$ cat config.mk
export PLATFORM = sky130hd
export DESIGN_NAME = muxdisp_scan_core
export DESIGN_NICKNAME = d
export VERILOG_FILES = /design/src/rtl/muxdisp_pkg.sv /design/src/rtl/seg7_hex_decoder.sv /design/src/rtl/muxdisp_scan_core.sv
export SDC_FILE = /design/constraint.sdc
export NUM_CORES = 1
export LEC_CHECK = 0
export CAP_MARGIN = 20
export CORE_UTILIZATION = 56
export CTS_CLUSTER_DIAMETER = 100
export CTS_CLUSTER_SIZE = 20
export DETAILED_ROUTE_END_ITERATION = 12
export GPL_TIMING_DRIVEN = 0
export PLACE_DENSITY = 0.88
export SLEW_MARGIN = 20
export SYNTH_ARGS = -nofsm -noshare
export SYNTH_HDL_FRONTEND = slang
export SYNTH_SLANG_ARGS = --single-unit
$ cat constraint.sdc
create_clock -name SPLB_Clk -period 2.87 [get_ports SPLB_Clk]
set_input_delay 0.287 -clock SPLB_Clk [delete_from_list [all_inputs] [get_ports SPLB_Clk]]
set_output_delay 0.287 -clock SPLB_Clk [all_outputs]
set_load 0.01 [all_outputs]
$ cat src/rtl/muxdisp_pkg.sv
// Shared types and constants for the multiplexed seven-segment scan engine.
// Segment patterns are active-high and indexed a=0 .. g=6, dp=7 on [0:7] vectors,
// so bit index equals segment index everywhere in this block.
package muxdisp_pkg;

    typedef enum logic {
        S_BLANK = 1'b0,
        S_SHOW  = 1'b1
    } muxdisp_state_t;

    localparam int SEG_A  = 0;
    localparam int SEG_B  = 1;
    localparam int SEG_C  = 2;
    localparam int SEG_D  = 3;
    localparam int SEG_E  = 4;
    localparam int SEG_F  = 5;
    localparam int SEG_G  = 6;
    localparam int SEG_DP = 7;

    // Leftmost literal bit is segment a, rightmost is g.
    localparam logic [0:6] HEX_PATTERNS [0:15] = '{
        7'b1111110,  // 0
        7'b0110000,  // 1
        7'b1101101,  // 2
        7'b1111001,  // 3
        7'b0110011,  // 4
        7'b1011011,  // 5
        7'b1011111,  // 6
        7'b1110000,  // 7
        7'b1111111,  // 8
        7'b1111011,  // 9
        7'b1110111,  // A
        7'b0011111,  // b
        7'b1001110,  // C
        7'b0111101,  // d
        7'b1001111,  // E
        7'b1000111   // F
    };

endpackage

$ cat src/rtl/seg7_hex_decoder.sv
// Combinational hex nibble + decimal point to active-high segment pattern.
module seg7_hex_decoder
    import muxdisp_pkg::*;
(
    input  logic [0:3] nibble_i,
    input  logic       dp_i,
    output logic [0:7] pat_o
);

    // Table lookup for a..g, dp passed straight through.
    always_comb begin
        pat_o                = '0;
        pat_o[SEG_A:SEG_G]   = HEX_PATTERNS[nibble_i];
        pat_o[SEG_DP]        = dp_i;
    end

endmodule

$ cat src/rtl/muxdisp_scan_core.sv
// Four-digit multiplexed seven-segment scan engine.
// Each digit slot starts with a blanking gap (all anodes off) followed by the
// display phase; the digit pattern is captured at the start of the display
// phase so register writes never change a digit mid-slot.
// Build option: define MUXDISP_HEX_DECODE_EN to decode wr_data[4:7] as a hex
// nibble (wr_data[0] = dp) at write time; otherwise wr_data is stored raw.
module muxdisp_scan_core
    import muxdisp_pkg::*;
#(
    parameter int C_DIGIT_PERIOD_CYCLES = 66667,
    parameter int C_BLANK_CYCLES        = 64
) (
    input  logic       SPLB_Clk,
    input  logic       SPLB_Rst,
    input  logic       wr_en,
    input  logic [0:1] wr_addr,
    input  logic [0:7] wr_data,
    input  logic       disp_en,
    output logic [0:7] segments,
    output logic [0:3] anodes,
    output logic       frame_done
);

    localparam int CNT_W = $clog2(C_DIGIT_PERIOD_CYCLES);
    localparam logic [CNT_W-1:0] BLANK_LAST  = CNT_W'(C_BLANK_CYCLES - 1);
    localparam logic [CNT_W-1:0] PERIOD_LAST = CNT_W'(C_DIGIT_PERIOD_CYCLES - 1);

    logic [0:7]       wr_pat;
    logic [0:7]       digit_reg_q [0:3];

    muxdisp_state_t   state_q, state_d;
    logic [CNT_W-1:0] cnt_q, cnt_d;
    logic [1:0]       idx_q, idx_d;
    logic [0:7]       show_pat_q, show_pat_d;
    logic [0:3]       anodes_q, anodes_d;
    logic [0:7]       segments_q, segments_d;
    logic             frame_done_q, frame_done_d;

`ifdef MUXDISP_HEX_DECODE_EN
    logic [0:2] unused_wr_bits;
    assign unused_wr_bits = wr_data[1:3];

    seg7_hex_decoder u_hex_decoder (
        .nibble_i (wr_data[4:7]),
        .dp_i     (wr_data[0]),
        .pat_o    (wr_pat)
    );
`else
    assign wr_pat = wr_data;
`endif

    // Digit storage: one normalized pattern per digit, last write wins.
    always_ff @(posedge SPLB_Clk or posedge SPLB_Rst) begin
        if (SPLB_Rst) begin
            for (int i = 0; i < 4; i++) digit_reg_q[i] <= '0;
        end else if (wr_en) begin
            digit_reg_q[wr_addr] <= wr_pat;
        end
    end

    // Next-state logic: slot counter, digit index, pattern capture, outputs.
    always_comb begin
        state_d      = state_q;
        cnt_d        = cnt_q + 1'b1;
        idx_d        = idx_q;
        show_pat_d   = show_pat_q;
        frame_done_d = 1'b0;
        anodes_d     = 4'b1111;
        segments_d   = 8'hFF;

        case (state_q)
            S_BLANK: begin
                if (cnt_q == BLANK_LAST) begin
                    state_d    = S_SHOW;
                    show_pat_d = digit_reg_q[idx_q];
                end
            end
            S_SHOW: begin
                if (cnt_q == PERIOD_LAST) begin
                    state_d      = S_BLANK;
                    cnt_d        = '0;
                    idx_d        = idx_q + 2'd1;
                    frame_done_d = (idx_q == 2'd3);
                end
            end
            default: begin
                state_d = S_BLANK;
                cnt_d   = '0;
            end
        endcase

        // Outputs follow the next state so they change on the transition edge.
        if (state_d == S_SHOW && disp_en) begin
            anodes_d[idx_d] = 1'b0;
            segments_d      = ~show_pat_d;
        end
    end

    // State and output registers; reset forces the pins dark immediately.
    always_ff @(posedge SPLB_Clk or posedge SPLB_Rst) begin
        if (SPLB_Rst) begin
            state_q      <= S_BLANK;
            cnt_q        <= '0;
            idx_q        <= '0;
            show_pat_q   <= '0;
            anodes_q     <= 4'b1111;
            segments_q   <= 8'hFF;
            frame_done_q <= 1'b0;
        end else begin
            state_q      <= state_d;
            cnt_q        <= cnt_d;
            idx_q        <= idx_d;
            show_pat_q   <= show_pat_d;
            anodes_q     <= anodes_d;
            segments_q   <= segments_d;
            frame_done_q <= frame_done_d;
        end
    end

    assign anodes     = anodes_q;
    assign segments   = segments_q;
    assign frame_done = frame_done_q;

endmodule

==> results.toml, run 1 <==
[sta]
rsz0062_at_grt = "no"
clock_skew_ns = 0.005663
slew_headroom_pct = 49.47
setup_violations = 0
finalCritPeriodShare_pct = 72.71
tightest_slew_ns = 0.7546
min_period_ns = 2.087
finalHoldViolations = 0
slew_viol_final = 0
fmax_mhz = 479.2

[yosys]
ys_warn_count = 0
syn_avg_cell_area_um2 = 14.89
netlist_area_um2 = 3201
synth.area.top_cells = "dfrtp_1 48%, mux2_2 14%, dfstp_2 9.9%, mux4_1 4.9%, xor2_1 2.7%"
yosys.cell_count.top_type = "dfrtp_1"
async_flop_share_pct = 100.0
yosysSeqAreaShare_pct = 57.54
yosys_most_used_dff = "dfrtp_1"
syn_nets = 232
synth_cells = 215
synth_largest_area_cell = "dfrtp_1"
ys_seq_elements = 73
synthTopCellsByCount = "61 x dfrtp_1, 41 x mux2_2, 12 x dfstp_2, 12 x nor2_1, 10 x xor2_1"
synthDistinctLibCells = 33
synth-edff-count = 0
synth_top_area_share_pct = 47.69

[global_routing]
grt_pass1_wl_um = 8866
grt.total_usage_pct = 19.79
first_global_vias = 1854
grt-ovfl-total = 0
grt_max_degree = 51
antenna_found_initial = 0

[job]
cap_violations = 0

[critical_path]
cp-start-kind = "register"
crit_required_ns = 3.09
end_kind = "register"
r2r_slack_ns = 0.78
rr_worst_depth = 6
worstReg2RegStart = "cnt_q[0]$_DFF_PP0_"
rr_endpoint = "show_pat_q[1]$_DFF_PP0_"
crit_type = "register to register"
arrival_ns = 2.31
path_max_fanout = 8

[min_path]
hold_path.class = "input port to async pin"

[routing]
drcViolationCount = 0
wl_per_cell_um = 16.32
ant_nets = 0
dr.pass1.iters = 4
routed_via_density = 5.612
drtIter0Drc = 105
wl_um = 5385
vias = 1852

[final_layout]
fin_util_pct = 68.60
fin_cells = 330
syn_to_final_growth_pct = 18.02
fillCellCount = 375
n_antenna_cell = 0
drive_gt1_share_pct = 33.33
finish.net_count = 270

[placed_design]
portBuffers = 26
globalplace.congestion = 0.7663
dpl.cell_count = 314
post-dp-hpwl_um = 3682

[clocking]
cts_setup_buffers = 0
cts_tree = "built"
clk-insertion-delay-late_ns = 0.33
ctsResizeCount = 0
postCtsHoldBufs = 0
cts_sinks = 73
numCtsBuffers = 9
clockBufferDepth = 2
cts-htree-levels = 3
clockRootBuffer = "clkbuf_8"
clkTransAtPathRegs_ns = 0.07

[pwr]
seqPwrFrac_pct = 54.4
vdd_drop_max_mv = 0.2615
comb_power_share_pct = 8.8
leakagePower_nw = 1.629
powerDensity_nw_per_um2 = 561.3
clkPwrFrac_pct = 36.7
swShare_pct = 22.13
power_switching_mw = 0.4692
internal_power_mw = 1.651

[floorplanning]
dieArea_um2 = 6022
io_pins = 27
fp.dieH_um = 77.60
core_um2 = 5507
die_x_um = 77.60
num_rows = 27
initial_core_util_pct = 58.12

[outcome]
status = "finished clean"
## layout by cell type (no fill, tap or decap), types with 2 or more instances in the layout
cell and instances:
a22oi_1 8, and3_1 3, and4_1 5, clkbuf_8 12, clkdlybuf4s50_1 26, clkinv_2 2, clkinvlp_4 2, dfrtp_1 61
dfstp_2 12, ha_1 3, inv_1 3, mux2_2 41, mux4_1 6, mux4_2 2, nand2_1 6, nand3_1 7
nand3b_1 2, nand4_1 5, nand4b_1 2, nor2_1 12, nor3_1 2, nor3b_2 2, nor4_4 3, xnor2_1 6
xor2_1 10
## per-stage QoR
| stage | hold slack (ns) | setup TNS [ns] | cell area, um^2 | setup slack (ns) | power [mW] |
|---|---|---|---|---|---|
| global route | 0.2856 | 0 | 3777 | 0.6973 | 2.218 |
| floorplan | 0.3475 | 0 | 3201 | 0.7496 | 1.290 |
| finish | 0.2662 | 0 | 3777 | 0.7833 | 2.120 |
| global placement | 0.4132 | -21.89 | 3551 | -0.3621 | 1.340 |
| detailed placement | 0.4220 | 0 | 3581 | 0.8105 | 1.363 |
| CTS | 0.2727 | 0 | 3777 | 0.7800 | 2.142 |
## metal layers
layer / global-route usage (%) / up-vias / routed length, um
met1: 26.80 / 920 / 2419
met3: 5.294 / 9 / 195
met2: 30.35 / 53 / 2661
met5: 0 / - / 0
li1: - / 870 / -
met4: 8.302 / 0 / 109
## cell families (layout without fill, tap and decap cells)
logic type / count (synthesis) / in the layout / synth area share (%)
flops: 73 / 73 / 57.54
buf+inv: 8 / 51 / 1.837
compound gates: 9 / 9 / 2.033
simple gates: 57 / 57 / 12.28
xor+xnor: 16 / 16 / 4.378
fa+ha+maj: 3 / 3 / 1.173
mux: 49 / 49 / 20.76
## sequential cells by signal (all words and copies together), names as in the netlist
signal / count
anodes: 4
cnt_q: 17
digit_reg_q: 32
frame_done: 1
idx_q: 2
segments: 8
show_pat_q: 8
state_q: 1
## worst max-delay path: stages (launching register included)
cell and delay [ns]:
dfrtp_1 0.40, ha_1 0.23, and4_1 0.23, buf_6 0.13, nand2_4 0.06, nor4_4 0.51, mux2_2 0.41
## power groups by stage
| stage | Combinational, mW | Clock [mW] | Sequential (mW) |
|---|---|---|---|
| final | 0.188 | 0.779 | 1.15 |
| after global routing | 0.204 | 0.852 | 1.16 |
| after CTS | 0.190 | 0.798 | 1.15 |
| after global placement | 0.175 | 0 | 1.17 |
| after detailed placement | 0.191 | 0 | 1.17 |
| after floorplan | 0.134 | 0 | 1.16 |
## worst max-delay path by stage
| stage | startpoint | cells past startpoint | slack, ns | end |
|---|---|---|---|---|
| after floorplan | SPLB_Rst | 1 | 0.75 | cnt_q[0]$_DFF_PP0_ |
| after global placement | SPLB_Rst | 2 | -0.36 | show_pat_q[5]$_DFF_PP0_ |
| after detailed placement | cnt_q[0]$_DFF_PP0_ | 6 | 0.81 | show_pat_q[1]$_DFF_PP0_ |
| after CTS | cnt_q[0]$_DFF_PP0_ | 6 | 0.78 | show_pat_q[1]$_DFF_PP0_ |
| after global routing | cnt_q[0]$_DFF_PP0_ | 6 | 0.70 | show_pat_q[1]$_DFF_PP0_ |
| final | cnt_q[0]$_DFF_PP0_ | 6 | 0.78 | show_pat_q[1]$_DFF_PP0_ |
## final cells by class
cell class / count / area, um^2 / share of cell area (%)
Multi-Input combinational cell: 134 / 1300 / 34.42
Sequential cell: 73 / 1842 / 48.76
Inverter: 4 / 17.52 / 0.4637
Clock buffer: 11 / 141.4 / 3.743
Timing Repair Buffer: 27 / 287.8 / 7.618
Clock inverter: 5 / 55.05 / 1.457
Buffer: 4 / 43.79 / 1.159
Tap cell: 72 / 90.09 / 2.385
Power figures use the tool's default switching activity.
==> run 2, diff against run 1 <==
CORE_UTILIZATION = 52   (was 56)
PLACE_DENSITY = 0.87   (was 0.88)
clock period = 1.7 ns   (was 2.87 ns; I/O delays follow)
==> results.toml, run 2 (synthesis gave the netlist of run 1 again) <==
[min_path]
hold_path.class = "input port to async pin"

[critical_path]
arrival_ns = 2.16
cp_slowest_stage_delay_ns = 0.41
crit_required_ns = 1.93
path_common_cell = "buf_6"
crit_type = "register to register"
cp-start-kind = "register"
path_max_fanout = 8
cp_top_family = "simple AND/OR/NAND/NOR gates"
critPathBufInv = 2
r2r_slack_ns = -0.23
worstPathCellList = "ha_2 > and4_1 > buf_6 > nand2_4 > nor4_4 > buf_6 > mux2_4"
end_kind = "register"
crit_slowest_cell = "dfrtp_1"

[pwr]
leakagePower_nw = 1.737
power_mw = 3.703
powerDensity_nw_per_um2 = 902.6
vdd_drop_max_mv = 0.6502

[clocking]
clockRootBuffer = "clkbuf_8"
clk-insertion-delay-late_ns = 0.35
cts_tree = "built"
numCtsBuffers = 9
cts_sinks = 73
clockBufferDepth = 2
cts-htree-levels = 3
clkTransAtPathRegs_ns = 0.07

[final_layout]
mostFrequentLayoutCells = "59 x dfrtp_1, 32 x mux2_2, 26 x clkdlybuf4s50_1"
design_area_um2 = 4103
fin_util_pct = 69.29
drive_gt1_share_pct = 45.13
fin_cells = 352
reg_top3 = "digit_reg_q: 32 flops, cnt_q: 17 flops"
fillCellCount = 382
finish.net_count = 289
final_common_cell = "dfrtp_1"
syn_to_final_growth_pct = 28.19
largest_register_ffs = 32
top_register = "digit_reg_q"
seq_area_um2 = 1844
n_antenna_cell = 0
multiInputGateArea_um2 = 1433

[routing]
drcViolationCount = 0
vias = 2058
ant_nets = 0
wl_um = 6668
wl_per_cell_um = 18.94
drtIter0Drc = 245
routed_via_density = 5.847
dr.pass1.iters = 4

[placed_design]
post-dp-hpwl_um = 3723
dpl_cell_area_um2 = 3621
portBuffers = 26
dp_slack_ns = -0.2996
globalplace.congestion = 0.7627
dpl.cell_count = 318

[outcome]
violations = "setup timing"
status = "finished with violations"

[sta]
finalHoldViolations = 0
tns_ns = -4.063
rsz0062_at_grt = "yes"
setup_violations = 31
slew_viol_final = 0
finalCritPeriodShare_pct = 113.3
fmax_mhz = 519.1
slew_headroom_pct = 46.75
fin_hold_ws_ns = 0.1495
min_period_ns = 1.927
fin_ws_ns = -0.2265
clock_skew_ns = 0.01084
tightest_slew_ns = 0.7952

[global_routing]
first_global_vias = 1955
grt-ovfl-total = 0
met3_usage_pct = 5.114
grt_max_degree = 34
met2_usage_pct = 31.19
met1_usage_pct = 29.31
antenna_found_initial = 0
busiest_layer = "met2"
grt.total_usage_pct = 21.18
grt_pass1_wl_um = 9949

[floorplanning]
initial_core_util_pct = 54.06
dieArea_um2 = 6473
core_um2 = 5921
die_x_um = 80.46
io_pins = 27
fp.dieH_um = 80.46
num_rows = 28

[job]
cap_violations = 0
-- run 2: changes by cell type in the layout (fill, tap and decap cells not counted), sizes merged --
cell,previous run,this run
clkbuf,13,14
buf,3,22
inv,4,3
-- run 2: worst paths after layout --
kind | depth (start not counted) | start | end
min | 2 | SPLB_Rst | cnt_q[10]$_DFF_PP0_
max reg2reg | 7 | cnt_q[1]$_DFF_PP0_ | show_pat_q[3]$_DFF_PP0_
max in group asynchronous | 3 | SPLB_Rst | segments[7]$_DFF_PP1_
min reg2reg | 1 | show_pat_q[4]$_DFF_PP0_ | segments[4]$_DFF_PP1_
min in group SPLB_Clk | 1 | show_pat_q[4]$_DFF_PP0_ | segments[4]$_DFF_PP1_
max | 7 | cnt_q[1]$_DFF_PP0_ | show_pat_q[3]$_DFF_PP0_
-- run 2: worst reg2reg max path, delay by kind of cell, from the launching register on --
kind	cells	cell delay [ns]
and+or+nand+nor	3	0.55
DFF	1	0.41
buffers and inverters	2	0.33
muxes	1	0.32
adders and majority gates	1	0.21
-- run 2: routing by layer --
metal	wire, um	part of all wire, %
met1	2966	44
met5	0	0
met4	137	2.1
met3	304	4.6
met2	3259	49
-- run 2: timing repair --
| action | 4_1_cts | 5_1_grt |
|---|---|---|
| buffers inserted | 9 | 9 |
| gates cloned | 0 | 0 |
| endpoints found under the setup margin | 18 | 33 |
| gates resized for setup | 11 | 24 |
| pin swaps | 4 | 3 |
| hold buffers | 0 | 0 |
-- run 2: layout make-up --
class	instances	share of cell area [%]
sequential	73	44.95
multi-input combinational	134	34.92
timing repair buffer	46	11.07
clock buffer	12	3.782
tap	75	2.287
clock inverter	4	1.250
buffer	4	1.220
inverter	4	0.5185
-- run 2: power breakdown --
| group | switching [mW] | internal, mW |
|---|---|---|
| Clock | 0.645 | 0.759 |
| Sequential | 0.0724 | 1.88 |
| Combinational | 0.147 | 0.198 |
==> run 3, diff against run 2 <==
CORE_MARGIN = 2   (was unset)
==> results.toml, run 3 (synthesis gave the netlist of run 1 again) <==
[sta]
setup_violations = 17
finalHoldViolations = 0
slew_viol_final = 0
slew_headroom_pct = 53.73
min_period_ns = 1.799
finalCritPeriodShare_pct = 105.8
clock_skew_ns = 0.01182
tightest_slew_ns = 0.6911
fin_ws_ns = -0.09901
rsz0062_at_grt = "yes"
tns_ns = -1.196
fmax_mhz = 555.9

[placed_design]
portBuffers = 26
dpl.cell_count = 318
globalplace.congestion = 0.7876
post-dp-hpwl_um = 4045

[clocking]
postCtsHoldBufs = 0
cts-htree-levels = 3
clk-insertion-delay-late_ns = 0.35
cts_tree = "built"
numCtsBuffers = 9
clockRootBuffer = "clkbuf_8"
clkTransAtPathRegs_ns = 0.08
clockBufferDepth = 2
cts_sinks = 73

[critical_path]
end_kind = "register"
worstPathCellList = "nor4_4 > nand2_2 > nor4_4 > buf_6 > mux2_4"
path_max_fanout = 8
cp-start-kind = "register"
r2r_slack_ns = -0.1
critPathBufInv = 1
crit_type = "register to register"
crit_required_ns = 1.93
cp_slowest_stage_delay_ns = 0.43
cp_top_family = "simple AND/OR/NAND/NOR gates"
rr_worst_depth = 5
arrival_ns = 2.03
path_common_cell = "nor4_4"
crit_cells = 5
crit_slowest_cell = "dfrtp_1"

[floorplanning]
initial_core_util_pct = 54.06
die_x_um = 82.46
core_um2 = 5921
num_rows = 28
io_pins = 27
dieArea_um2 = 6799
fp.dieH_um = 82.46

[job]
cap_violations = 0

[routing]
routed_via_density = 5.801
drtIter0Drc = 178
drcViolationCount = 0
ant_nets = 0
vias = 2036
wl_per_cell_um = 18.88
wl_um = 6626
dr.pass1.iters = 4

[final_layout]
reg_top3 = "digit_reg_q: 32 flops, cnt_q: 17 flops"
top_register = "digit_reg_q"
mostFrequentLayoutCells = "57 x dfrtp_1, 32 x mux2_2, 26 x clkdlybuf4s50_1"
drive_gt1_share_pct = 44.57
final_common_cell = "dfrtp_1"
fin_util_pct = 69.59
syn_to_final_growth_pct = 28.73
n_antenna_cell = 0
largest_register_ffs = 32
fin_cells = 351
finish.net_count = 288

[global_routing]
grt_max_degree = 33
grt.total_usage_pct = 20.35
grt-ovfl-total = 0
grt_pass1_wl_um = 9984
first_global_vias = 1964
antenna_found_initial = 0

[pwr]
powerDensity_nw_per_um2 = 959.5
vdd_drop_max_mv = 0.6429
leakagePower_nw = 1.759

[min_path]
hold_path.class = "input port to async pin"

[outcome]
status = "finished with violations"
violations = "setup timing"
[run 3: cell count changes in the layout (fill, tap and decap cells not counted), moves of 2 or more]
cell and delta:
buf_6 -2, bufinv_16 +2, dfrtp_1 -2, dfrtp_2 +2
[run 3: per-layer routing]
metal	routed length, um	up-vias	global-route usage (%)
met3	326	10	5.435
met5	0	-	0
li1	-	907	-
met4	74	0	8.667
met2	3305	72	29.76
met1	2919	1047	28.83
[run 3: power by group]
part | switching, mW | total (mW) | internal [mW]
registers | 0.0698 | 1.95 | 1.88
logic | 0.137 | 0.336 | 0.199
clock network | 0.651 | 1.67 | 1.02
total | 0.857 | 3.95 | 3.10
[run 3: what timing repair did]
action                                  4_1_cts  5_1_grt
resized for setup                            14       17
endpoints found under the setup margin       18       30
setup buffers                                10        8
pin swaps                                     3        8
cloned                                        0        0
[run 3: final timing paths]
check,end,from
worst max-delay path,show_pat_q[0]$_DFF_PP0_,cnt_q[8]$_DFF_PP0_
worst min-delay path,cnt_q[13]$_DFF_PP0_,SPLB_Rst
worst max register to register,show_pat_q[0]$_DFF_PP0_,cnt_q[8]$_DFF_PP0_
worst min register to register,segments[2]$_DFF_PP1_,show_pat_q[2]$_DFF_PP0_
max in group asynchronous,segments[3]$_DFF_PP1_,SPLB_Rst
min in group SPLB_Clk,segments[2]$_DFF_PP1_,show_pat_q[2]$_DFF_PP0_
[run 3: cell type report]
| cell class | count | area, um^2 |
|---|---|---|
| flip-flops and latches | 73 | 1847 |
| fillers | 366 | 1800 |
| multi-input cells | 134 | 1419 |
| repair buffers | 46 | 457.9 |
| clock buffers | 11 | 141.4 |
| clock inverters | 5 | 103.9 |
| well taps | 75 | 93.84 |
| plain buffers | 3 | 38.79 |
| inverters | 4 | 18.77 |
[run 3: through the flow]
step	hold WS [ns]	total power, mW	cell area, um^2	setup slack, ns
floorplan	0.2305	2.179	3227	-0.09828
global placement	0.4156	2.263	3581	-0.2907
detailed placement	0.4226	2.307	3628	-0.3801
CTS	0.2177	3.935	3998	-0.1451
global route	0.2214	4.085	4120	-0.1548
finish	0.2037	3.954	4120	-0.09901
